$ cat src/rtl/gate_pkg.sv
// rtl/gate_pkg.sv - op codes and shared constants for the logic gate unit
package gate_pkg;

  localparam int GATE_OP_W = 3;

  typedef enum logic [GATE_OP_W-1:0] {
    OP_AND  = 3'd0,
    OP_OR   = 3'd1,
    OP_NAND = 3'd2,
    OP_NOR  = 3'd3,
    OP_XOR  = 3'd4,
    OP_XNOR = 3'd5,
    OP_NOT  = 3'd6,
    OP_BUF  = 3'd7
  } gate_op_e;

endpackage

$ cat src/rtl/gate_core.sv
// rtl/gate_core.sv - combinational bitwise gate selected by op code
module gate_core
  import gate_pkg::*;
#(
  parameter int WIDTH = 8
) (
  input  logic [WIDTH-1:0] a,
  input  logic [WIDTH-1:0] b,
  input  gate_op_e         op,
  output logic [WIDTH-1:0] y
);

  always_comb begin
    y = '0;
    case (op)
      OP_AND:  y = a & b;
      OP_OR:   y = a | b;
      OP_NAND: y = ~(a & b);
      OP_NOR:  y = ~(a | b);
      OP_XOR:  y = a ^ b;
      OP_XNOR: y = ~(a ^ b);
      OP_NOT:  y = ~a;
      OP_BUF:  y = a;
      default: y = '0;
    endcase
  end

endmodule

$ cat src/rtl/logic_gate_unit.sv
// rtl/logic_gate_unit.sv - registered gate unit with valid/ready handshake; reduction output under LOGIC_GATE_UNIT_REDUCE_EN
module logic_gate_unit
  import gate_pkg::*;
#(
  parameter int WIDTH = 8,
  parameter int CNT_W = 8
) (
  input  logic                 clk,
  input  logic                 rst,
  input  logic                 in_valid,
  output logic                 in_ready,
  input  logic [WIDTH-1:0]     in_a,
  input  logic [WIDTH-1:0]     in_b,
  input  logic [GATE_OP_W-1:0] in_op,
  output logic                 out_valid,
  input  logic                 out_ready,
  output logic [WIDTH-1:0]     out_y,
  output logic [GATE_OP_W-1:0] out_op,
  output logic [2:0]           out_red,
  output logic [CNT_W-1:0]     done_cnt
);

  logic             in_fire;
  logic             out_fire;
  logic [WIDTH-1:0] y_next;

  // Ready looks straight through the output register so a draining result
  // never costs a bubble.
  assign in_ready = ~out_valid | out_ready;
  assign in_fire  = in_valid & in_ready;
  assign out_fire = out_valid & out_ready;

  gate_core #(.WIDTH(WIDTH)) u_core (
    .a  (in_a),
    .b  (in_b),
    .op (gate_op_e'(in_op)),
    .y  (y_next)
  );

  always_ff @(posedge clk) begin
    if (rst) begin
      out_valid <= 1'b0;
      out_y     <= '0;
      out_op    <= '0;
      done_cnt  <= '0;
    end else begin
      if (in_fire) begin
        out_valid <= 1'b1;
        out_y     <= y_next;
        out_op    <= in_op;
      end else if (out_fire) begin
        out_valid <= 1'b0;
      end
      if (out_fire) begin
        done_cnt <= done_cnt + CNT_W'(1);
      end
    end
  end

`ifdef LOGIC_GATE_UNIT_REDUCE_EN
  // Bit order {xor, or, and}; loaded on the same edge as out_y so stalls hold both.
  always_ff @(posedge clk) begin
    if (rst) begin
      out_red <= 3'b000;
    end else if (in_fire) begin
      out_red <= {^y_next, |y_next, &y_next};
    end
  end
`else
  assign out_red = 3'b000;
`endif

endmodule

$ cat config.mk
export PLATFORM = sky130hd
export DESIGN_NAME = logic_gate_unit
export DESIGN_NICKNAME = d
export VERILOG_FILES = /design/src/rtl/gate_pkg.sv /design/src/rtl/gate_core.sv /design/src/rtl/logic_gate_unit.sv
export SDC_FILE = /design/constraint.sdc
export NUM_CORES = 1
export LEC_CHECK = 0
export ABC_CLOCK_PERIOD_IN_PS = 1400
export CAP_MARGIN = 20
export CORE_UTILIZATION = 49
export CTS_BUF_LIST = sky130_fd_sc_hd__clkbuf_8
export DETAILED_ROUTE_END_ITERATION = 10
export PLACE_DENSITY = 0.86
export SLEW_MARGIN = 0
export SYNTH_ARGS = -nofsm -noshare
export SYNTH_HDL_FRONTEND = slang
export SYNTH_SLANG_ARGS = --single-unit
$ cat constraint.sdc
create_clock -name clk -period 1.4 [get_ports clk]
set_input_delay 0.21 -clock clk [delete_from_list [all_inputs] [get_ports clk]]
set_output_delay 0.21 -clock clk [all_outputs]
set_load 0.005 [all_outputs]
==> impl_metrics.csv, run 1 <==
group,metric,value,unit
outcome,status,"finished, violations left",
outcome,violations,"negative setup slack",
placed_design,finalWeightedCongestion,0.829,
critical_path,critPathMaxFanout,2,
synth,synth_warnings,0,
power_and_ir_drop,finalPower,1.56,mW
synth,yosysSeqAreaShare,0.247,
critical_path,cp-start-kind,"input port",
power_and_ir_drop,vdd_drop_max,0.000382,V
critical_path,worstPathArrival,1.58,ns
timing,rsz0062_at_grt,"true",
cts,cts-htree-levels,1,
die,start_util,0.523,
synth,synth_seq_cells,20,
flow_run,drv_cap,0,
global_route,grt_max_degree,13,
global_route,grt_pass1_wl,6770,um
critical_path,critPathRequiredTime,1.54,ns
cts,numCtsBuffers,3,
min_path,holdCritStartpoint,"out_op[0]",
cells_and_area,fin_nets,319,
critical_path,slowest_delay,0.49,ns
min_path,whs_endpoint,"out_op[0]",
cts,clockBufferDepth,2,
cells_and_area,layout_common_cells,"28 x inv_1, 26 x clkdlybuf4s50_1, 26 x buf_4",
cts,clkTransAtPathRegs,0.07,ns
drt,drt-total-wl,4370,um
drt,drc_errors,0,
cells_and_area,antenna_cells,0,
global_route,grt_use_total,0.246,
critical_path,rr_worst_depth,4,
synth,synth_cells,213,
die,io_pins,47,
power_and_ir_drop,p_int,1.12,mW
timing,tns,-0.0376,ns
global_route,grt_pass1_vias,1664,
cells_and_area,nFillCells,220,
die,dieArea,0.00354,mm2
min_path,worstHoldPathCells,2,
placed_design,hpwl,2890,um
cells_and_area,drive_above_1_share,0.245,
die,die_w,59.5,um
drt,drt_iter0_drc,89,
critical_path,crit_path_cell_trace,"clkdlybuf4s50_1 -> inv_1 -> ha_1 -> nand2b_1 -> and3b_1 -> a211oi_2 -> o32ai_1",
drt,vias,1688,
timing,hold_violations,0,
die,core_area,0.00310,mm2
timing,fin_ws,-0.0376,ns
synth,synth_area,0.00162,mm2
timing,skew,0.00109,ns
cells_and_area,layout_commonest_cell,"inv_1",
power_and_ir_drop,clkPwrFrac,0.282,
cts,clock_sinks,20,
global_route,grt_overflow,0,
drt,ant_nets,0,
placed_design,dpl_worst_slack,-0.403,ns
die,fp.dieH,59.5,um
critical_path,r2r-start,"done_cnt[1]",
timing,period_share,1.03,
cts,cts_tree,"built",
critical_path,ff2ff_setup_slack,0.10,ns
synth,yosysUniqueCellTypes,32,
timing,drv_slew,0,
timing,fin_crit,1.44,ns
power_and_ir_drop,combPwrFrac,0.323,
cells_and_area,utilization,0.792,
critical_path,worst_path_max_delay_cell,"clkdlybuf4s50_1",
timing,setup_violations,1,
power_and_ir_drop,pwr_density_cell,634,mW/mm2
power_and_ir_drop,p_leak,1.12,nW
cts,cts_root_buffer,"clkbuf_8",
synth,syn_area_per_cell,7.61,um2
drt,firstDrtPassIters,4,
die,row_count,20,
power_and_ir_drop,pwr-share-seq,0.396,
drt,vias_per_cell,5.24,
cells_and_area,area_delta_synth_final,51.5,%
cts,insertion_delay,0.26,ns
placed_design,port_buffers,43,
critical_path,end_kind,"register",
global_route,antenna_found_initial,0,
critical_path,worstSetupPathType,"input port to register",
min_path,hold_class,"register to register",
power_and_ir_drop,p_switching,0.441,mW
drt,wl_per_cell,13.6,um
power_and_ir_drop,sw_frac_of_total,0.283,
critical_path,r2r_end,"done_cnt[6]",
timing,max_freq,696,MHz
layer usage:
metal  vias to the layer above  global-route usage  routed length (um)
li1                        839                   -                   -
met5                         -                   0                   0
met3                         7              0.0284                 154
met2                        52               0.465                2310
met1                       790               0.282                1850
met4                         0              0.0864                  56
kinds of logic after synthesis:
kind of cell / after synthesis / synth area share
and+or+nand+nor: 77 / 0.269
DFF: 20 / 0.247
other: 1 / 0.00231
AOI/OAI and AO/OA: 47 / 0.182
buffers and inverters: 42 / 0.120
adders and majority gates: 17 / 0.131
xor gates and xnor gates: 9 / 0.0486
synthesized netlist by cell type:
library cell | count | area [um2]
o21ai_0 | 5 | 25.0
xor2_1 | 4 | 35.0
nor4_1 | 3 | 18.8
xnor2_1 | 5 | 43.8
ha_1 | 17 | 213
buf_6 | 2 | 22.5
nand2_1 | 16 | 60.1
buf_1 | 1 | 3.75
dfxtp_1 | 20 | 400
nor2_1 | 12 | 45.0
clkbuf_1 | 2 | 7.51
o211ai_1 | 2 | 15.0
or3_1 | 3 | 18.8
a211oi_1 | 6 | 45.0
a32oi_1 | 2 | 17.5
a21oi_1 | 19 | 95.1
inv_1 | 29 | 109
nor2b_2 | 1 | 8.76
a31oi_1 | 2 | 12.5
nand2b_1 | 8 | 50.1
or2b_1 | 6 | 45.0
buf_2 | 3 | 15.0
nand3_2 | 2 | 20.0
and3b_1 | 6 | 52.6
nor2b_1 | 12 | 75.1
o32ai_1 | 8 | 70.1
o21ai_1 | 3 | 15.0
nand4_1 | 1 | 6.26
buf_4 | 5 | 37.5
nand3_1 | 6 | 30.0
conb_1 | 1 | 3.75
nor3_1 | 1 | 5.00
worst max path at each step:
stage | depth (start not counted) | endpoint | slack (ns) | start
after floorplan | 4 | done_cnt[6] | 0.24 | done_cnt[0]
after global placement | 7 | out_y[6] | -0.30 | in_a[6]
after detailed placement | 7 | out_y[0] | -0.40 | in_a[0]
after CTS | 7 | out_y[6] | 0.02 | in_b[6]
after global routing | 7 | out_y[6] | -0.08 | in_b[6]
final | 7 | out_y[6] | -0.04 | in_b[6]
stage by stage:
step	cell area, um2	hold slack [ns]	cells
5_1_grt	2460	0.484	322
3_5_place_dp	2220	0.447	315
2_1_floorplan	1630	0.279	215
4_1_cts	2340	0.458	320
3_3_place_gp	2220	0.440	315
6_report	2460	0.456	322
timing repair:
action                     4_1_cts  5_1_grt
buffers inserted                 0        2
gates resized for setup         27       27
pin swaps                        6       24
hold buffers                     0        0
setup endpoints to repair       11       14
gates cloned                     1        0
state kept, by name, indices dropped and copies added (netlist names):
| signal | count |
|---|---|
| out_y | 8 |
| done_cnt | 8 |
| out_valid | 1 |
| out_op | 3 |
power groups by stage:
stage	clock network, mW	registers [mW]	logic, mW
after floorplan	0	0.630	0.227
after global placement	0	0.629	0.430
after detailed placement	0	0.629	0.444
after CTS	0.445	0.617	0.463
after global routing	0.469	0.619	0.547
final	0.439	0.616	0.503
final cells by class:
cell class	instances	area (um2)	share of cell area
Multi-Input combinational cell	153	1160	0.474
Timing Repair Buffer	72	662	0.269
Sequential cell	20	410	0.167
Inverter	29	109	0.0443
Clock buffer	4	55.1	0.0224
Tap cell	44	55.1	0.0224
worst max-delay path: cells and delay by family:
family	cells	cell delay (ns)
buf+inv	2	0.55
fa+ha+maj	1	0.27
simple gates	2	0.27
compound gates	2	0.29
Power figures use the tool's default switching activity.
==> run 2, diff against run 1 <==
--- a/config.mk
+++ b/config.mk
@@ -7,6 +7,7 @@
 export LEC_CHECK = 0
 export ABC_CLOCK_PERIOD_IN_PS = 1400
 export CAP_MARGIN = 20
+export CORE_ASPECT_RATIO = 1.1
 export CORE_UTILIZATION = 49
 export CTS_BUF_LIST = sky130_fd_sc_hd__clkbuf_8
 export DETAILED_ROUTE_END_ITERATION = 10
==> impl_metrics.csv, run 2 (same netlist as run 1, synthesis figures left out) <==
group,metric,value,unit
cells_and_area,layout_commonest_cell,"inv_1",
critical_path,worst_path_max_delay_cell,"clkdlybuf4s50_1",
die,core_area,0.00310,mm2
die,fp.dieH,62.3,um
timing,period_share,1.01,
drt,drt-total-wl,4130,um
global_route,grt_max_degree,16,
cts,cts_root_buffer,"clkbuf_8",
cells_and_area,area_delta_synth_final,47.1,%
critical_path,worstSetupPathType,"input port to register",
cells_and_area,fin_cells,307,
cells_and_area,nFillCells,230,
critical_path,crit_path_cell_trace,"clkdlybuf4s50_1 -> inv_1 -> ha_1 -> nand2b_1 -> and3b_1 -> a211oi_2 -> o32ai_1",
drt,vias,1649,
cts,insertion_delay,0.26,ns
drt,wl_per_cell,13.4,um
cells_and_area,antenna_cells,0,
timing,max_freq,707,MHz
cts,clock_sinks,20,
die,io_pins,47,
cts,hold_buffers,0,
global_route,grt_overflow,0,
drt,drt_iter0_drc,98,
timing,hold_violations,0,
cts,postCtsSetupBuffers,0,
die,dieArea,0.00354,mm2
flow_run,drv_cap,0,
timing,skew,0.00261,ns
drt,drc_errors,14,
cells_and_area,layout_common_cells,"29 x inv_1, 24 x clkdlybuf4s50_1, 21 x buf_4",
placed_design,hpwl,3020,um
global_route,grt_use_total,0.234,
drt,vias_per_cell,5.37,
outcome,violations,"design-rule violations, negative setup slack",
placed_design,dp.cells,302,
critical_path,crit_family,"buffers and inverters",
timing,timing.hold.ws,0.466,ns
placed_design,port_buffers,43,
timing,fin_crit,1.42,ns
cts,cts-htree-levels,1,
global_route,grt_pass1_vias,1624,
timing,rsz0062_at_grt,"true",
critical_path,ff2ff_setup_slack,0.14,ns
critical_path,end_kind,"register",
min_path,hold_class,"register to register",
global_route,grt_pass1_wl,6830,um
critical_path,worstPathArrival,1.54,ns
placed_design,finalWeightedCongestion,0.916,
cells_and_area,fin_nets,314,
critical_path,worst-path-buf-inv,2,
timing,setup_violations,1,
die,die_w,56.9,um
critical_path,cp-start-kind,"input port",
power_and_ir_drop,pwr_density_cell,701,mW/mm2
cells_and_area,drive_above_1_share,0.201,
timing,fin_ws,-0.0154,ns
critical_path,critPathRequiredTime,1.53,ns
die,start_util,0.523,
cells_and_area,top_regs,"done_cnt x8, out_y x8, out_op x3",
cts,numCtsBuffers,3,
cts,clkTransAtPathRegs,0.08,ns
critical_path,slowest_delay,0.48,ns
critical_path,critPathMaxFanout,2,
timing,drv_slew,0,
power_and_ir_drop,p_leak,1.13,nW
power_and_ir_drop,vdd_drop_max,0.000531,V
die,row_count,21,
drt,ant_nets,0,
drt,firstDrtPassIters,8,
cts,clockBufferDepth,2,
global_route,antenna_found_initial,0,
cts,cts_tree,"built",
outcome,status,"finished, violations left",
## run 2: metrics by stage
step	instance area (um2)	util	total power [mW]	TNS, ns	setup WS [ns]
floorplan	1630	-	0.856	0	0.235
global route	2380	0.769	1.75	-0.108	-0.0807
CTS	2300	0.743	1.66	0	0.000576
finish	2380	0.769	1.67	-0.0154	-0.0154
global placement	2190	0.706	1.06	-2.81	-0.335
detailed placement	2190	0.706	1.07	-3.27	-0.389
## run 2: cell type report
cell class                      instances  area [um2]  share of cell area
Tap cell                               34        42.5              0.0178
Clock inverter                          1        30.0              0.0126
Timing Repair Buffer                   67         637               0.267
Multi-Input combinational cell        153        1110               0.467
Clock buffer                            3        41.3              0.0173
Inverter                               29         109              0.0456
Sequential cell                        20         410               0.172
## run 2: what timing repair did
item / CTS / global route
endpoints found under the setup margin: 12 / 14
pin swaps: 4 / 19
gates cloned: 0 / 1
gates resized for setup: 22 / 25
## run 2: worst paths after layout
check	start	cells after the start	end
hold reg to reg	out_y[3]	2	out_y[3]
setup reg to reg	out_valid	5	out_y[6]
setup / recovery	in_b[3]	7	out_y[3]
hold / removal	out_y[3]	2	out_y[3]
## run 2: routing by layer
metal / GRT usage / vias up / wire [um]
met5: 0 / - / 0
met4: 0.0671 / 0 / 14
met3: 0.0333 / 2 / 149
met2: 0.423 / 44 / 2150
met1: 0.283 / 770 / 1810
li1: - / 833 / -
## run 2: power breakdown
part / switching [mW] / internal, mW
logic: 0.220 / 0.254
registers: 0.0213 / 0.598
clock network: 0.198 / 0.381
total: 0.439 / 1.23
## run 2: worst min-delay path, cell delays in order, from the launching register on
cell     delay [ns]
dfxtp_1        0.31
inv_1          0.05
o32ai_1        0.05
==> run 3, diff against run 2 <==
--- a/config.mk
+++ b/config.mk
@@ -7,8 +7,10 @@
 export LEC_CHECK = 0
 export ABC_CLOCK_PERIOD_IN_PS = 1400
 export CAP_MARGIN = 20
+export CELL_PAD_IN_SITES_DETAIL_PLACEMENT = 0
+export CELL_PAD_IN_SITES_GLOBAL_PLACEMENT = 2
 export CORE_ASPECT_RATIO = 1.1
-export CORE_UTILIZATION = 49
+export CORE_UTILIZATION = 27
 export CTS_BUF_LIST = sky130_fd_sc_hd__clkbuf_8
 export DETAILED_ROUTE_END_ITERATION = 10
 export PLACE_DENSITY = 0.86
==> impl_metrics.csv, run 3 (same netlist as run 1, synthesis figures left out) <==
group,metric,value,unit
power_and_ir_drop,p_switching,0.439,mW
drt,ant_nets,0,
cts,numCtsBuffers,3,
critical_path,r2r-start,"done_cnt[0]",
cells_and_area,layout_common_cells,"29 x inv_1, 22 x clkdlybuf4s50_1, 19 x buf_4",
critical_path,crit_path_cell_trace,"clkdlybuf4s50_1",
critical_path,critPathMaxFanout,4,
placed_design,hpwl,3040,um
timing,fin_ws,0.0633,ns
global_route,grt_pass1_vias,1541,
cts,cts_root_buffer,"clkbuf_8",
die,start_util,0.281,
critical_path,slowest_delay,0.51,ns
critical_path,critPathRequiredTime,1.19,ns
power_and_ir_drop,p_leak,1.18,nW
timing,period_share,0.955,
timing,max_freq,748,MHz
outcome,status,"complete, no violations",
power_and_ir_drop,p_int,1.24,mW
drt,drc_errors,0,
cells_and_area,antenna_cells,0,
critical_path,end_kind,"output pin",
cells_and_area,drive_above_1_share,0.194,
timing,skew,0.00610,ns
flow_run,drv_cap,0,
timing,timing.hold.ws,0.460,ns
die,row_count,29,
drt,drt-total-wl,4150,um
drt,firstDrtPassIters,4,
cells_and_area,area_delta_synth_final,52.1,%
timing,drv_slew,0,
power_and_ir_drop,pwr_density_cell,679,mW/mm2
global_route,grt_use_total,0.134,
drt,drt_iter0_drc,48,
drt,vias_per_cell,4.65,
power_and_ir_drop,pwr-share-seq,0.367,
critical_path,worstPathArrival,1.13,ns
min_path,hold_class,"register to register",
drt,wl_per_cell,11.9,um
cts,clock_sinks,20,
cts,clockBufferDepth,2,
min_path,holdCritStartpoint,"out_y[3]",
power_and_ir_drop,combPwrFrac,0.282,
cts,insertion_delay,0.26,ns
critical_path,crit_start,"done_cnt[0]",
drt,vias,1629,
placed_design,postPlaceCellArea,0.00225,mm2
global_route,grt_pass1_wl,6740,um
die,core_area,0.00577,mm2
timing,rsz0062_at_grt,"false",
power_and_ir_drop,vdd_drop_max,0.000301,V
timing,setup_violations,0,
placed_design,port_buffers,43,
global_route,antenna_found_initial,0,
cts,clkTransAtPathRegs,0.08,ns
critical_path,crit_family,"buffers and inverters",
power_and_ir_drop,sw_frac_of_total,0.262,
die,io_pins,47,
cells_and_area,top_regs,"done_cnt x8, out_y x8, out_op x3",
power_and_ir_drop,clkPwrFrac,0.350,
die,dieArea,0.00632,mm2
placed_design,finalWeightedCongestion,0.757,
global_route,grt_max_degree,24,
die,die_w,75.9,um
timing,hold_violations,0,
cts,cts_tree,"built",
critical_path,worst-path-buf-inv,1,
critical_path,worstSetupPathType,"register to output pin",
placed_design,dpl_worst_slack,-0.408,ns
die,fp.dieH,83.3,um
cells_and_area,fin_nets,314,
cells_and_area,fin_area,0.00247,mm2
critical_path,worst_path_max_delay_cell,"clkdlybuf4s50_1",
timing,fin_crit,1.34,ns
cells_and_area,layout_commonest_cell,"inv_1",
global_route,grt_overflow,0,
cts,cts-htree-levels,1,
critical_path,cp-start-kind,"register",
cts,hold_buffers,0,
[run 3: through the flow]
| stage | utilization | TNS [ns] | instances | power (mW) |
|---|---|---|---|---|
| CTS | 0.411 | 0 | 349 | 1.69 |
| global route | 0.427 | 0 | 350 | 1.78 |
| floorplan | - | 0 | 215 | 0.856 |
| finish | 0.427 | 0 | 350 | 1.68 |
| detailed placement | 0.390 | -3.63 | 344 | 1.08 |
| global placement | 0.390 | -3.23 | 344 | 1.08 |
[run 3: final cells by class]
cell class              count  area, um2
repair buffers             67        666
clock inverters             1       30.0
well taps                  77       96.3
clock buffers               3       41.3
fillers                   594       3300
multi-input cells         153       1110
flip-flops and latches     20        415
inverters                  29        109
[run 3: worst paths after layout]
check,end,slack [ns],depth (start not counted)
worst min-delay path,out_y[3],0.46,2
worst max-delay path,done_cnt[0],0.06,1
worst max register to register,done_cnt[6],0.19,4
worst min register to register,out_y[3],0.46,2
[run 3: routing by layer]
metal / GRT usage / wire (um) / part of all wire
met2: 0.234 / 2040 / 0.49
met4: 0.0253 / 23 / 0.0055
met5: 0 / 0 / 0
met3: 0.0121 / 159 / 0.038
met1: 0.174 / 1930 / 0.46
[run 3: power by group through the flow]
| stage | clock network, mW | registers, mW | logic, mW |
|---|---|---|---|
| 5_1_grt | 0.631 | 0.620 | 0.526 |
| 3_3_place_gp | 0 | 0.630 | 0.445 |
| 3_5_place_dp | 0 | 0.630 | 0.449 |
| 6_report | 0.587 | 0.615 | 0.473 |
| 4_1_cts | 0.608 | 0.618 | 0.463 |
| 2_1_floorplan | 0 | 0.630 | 0.227 |
[run 3: repair_timing]
action | CTS | global route
endpoints found under the hold margin | 0 | 0
gates resized for setup | 22 | 32
setup endpoints to repair | 13 | 15
cloned | 0 | 1
pin swaps | 2 | 17
setup buffers | 1 | 0
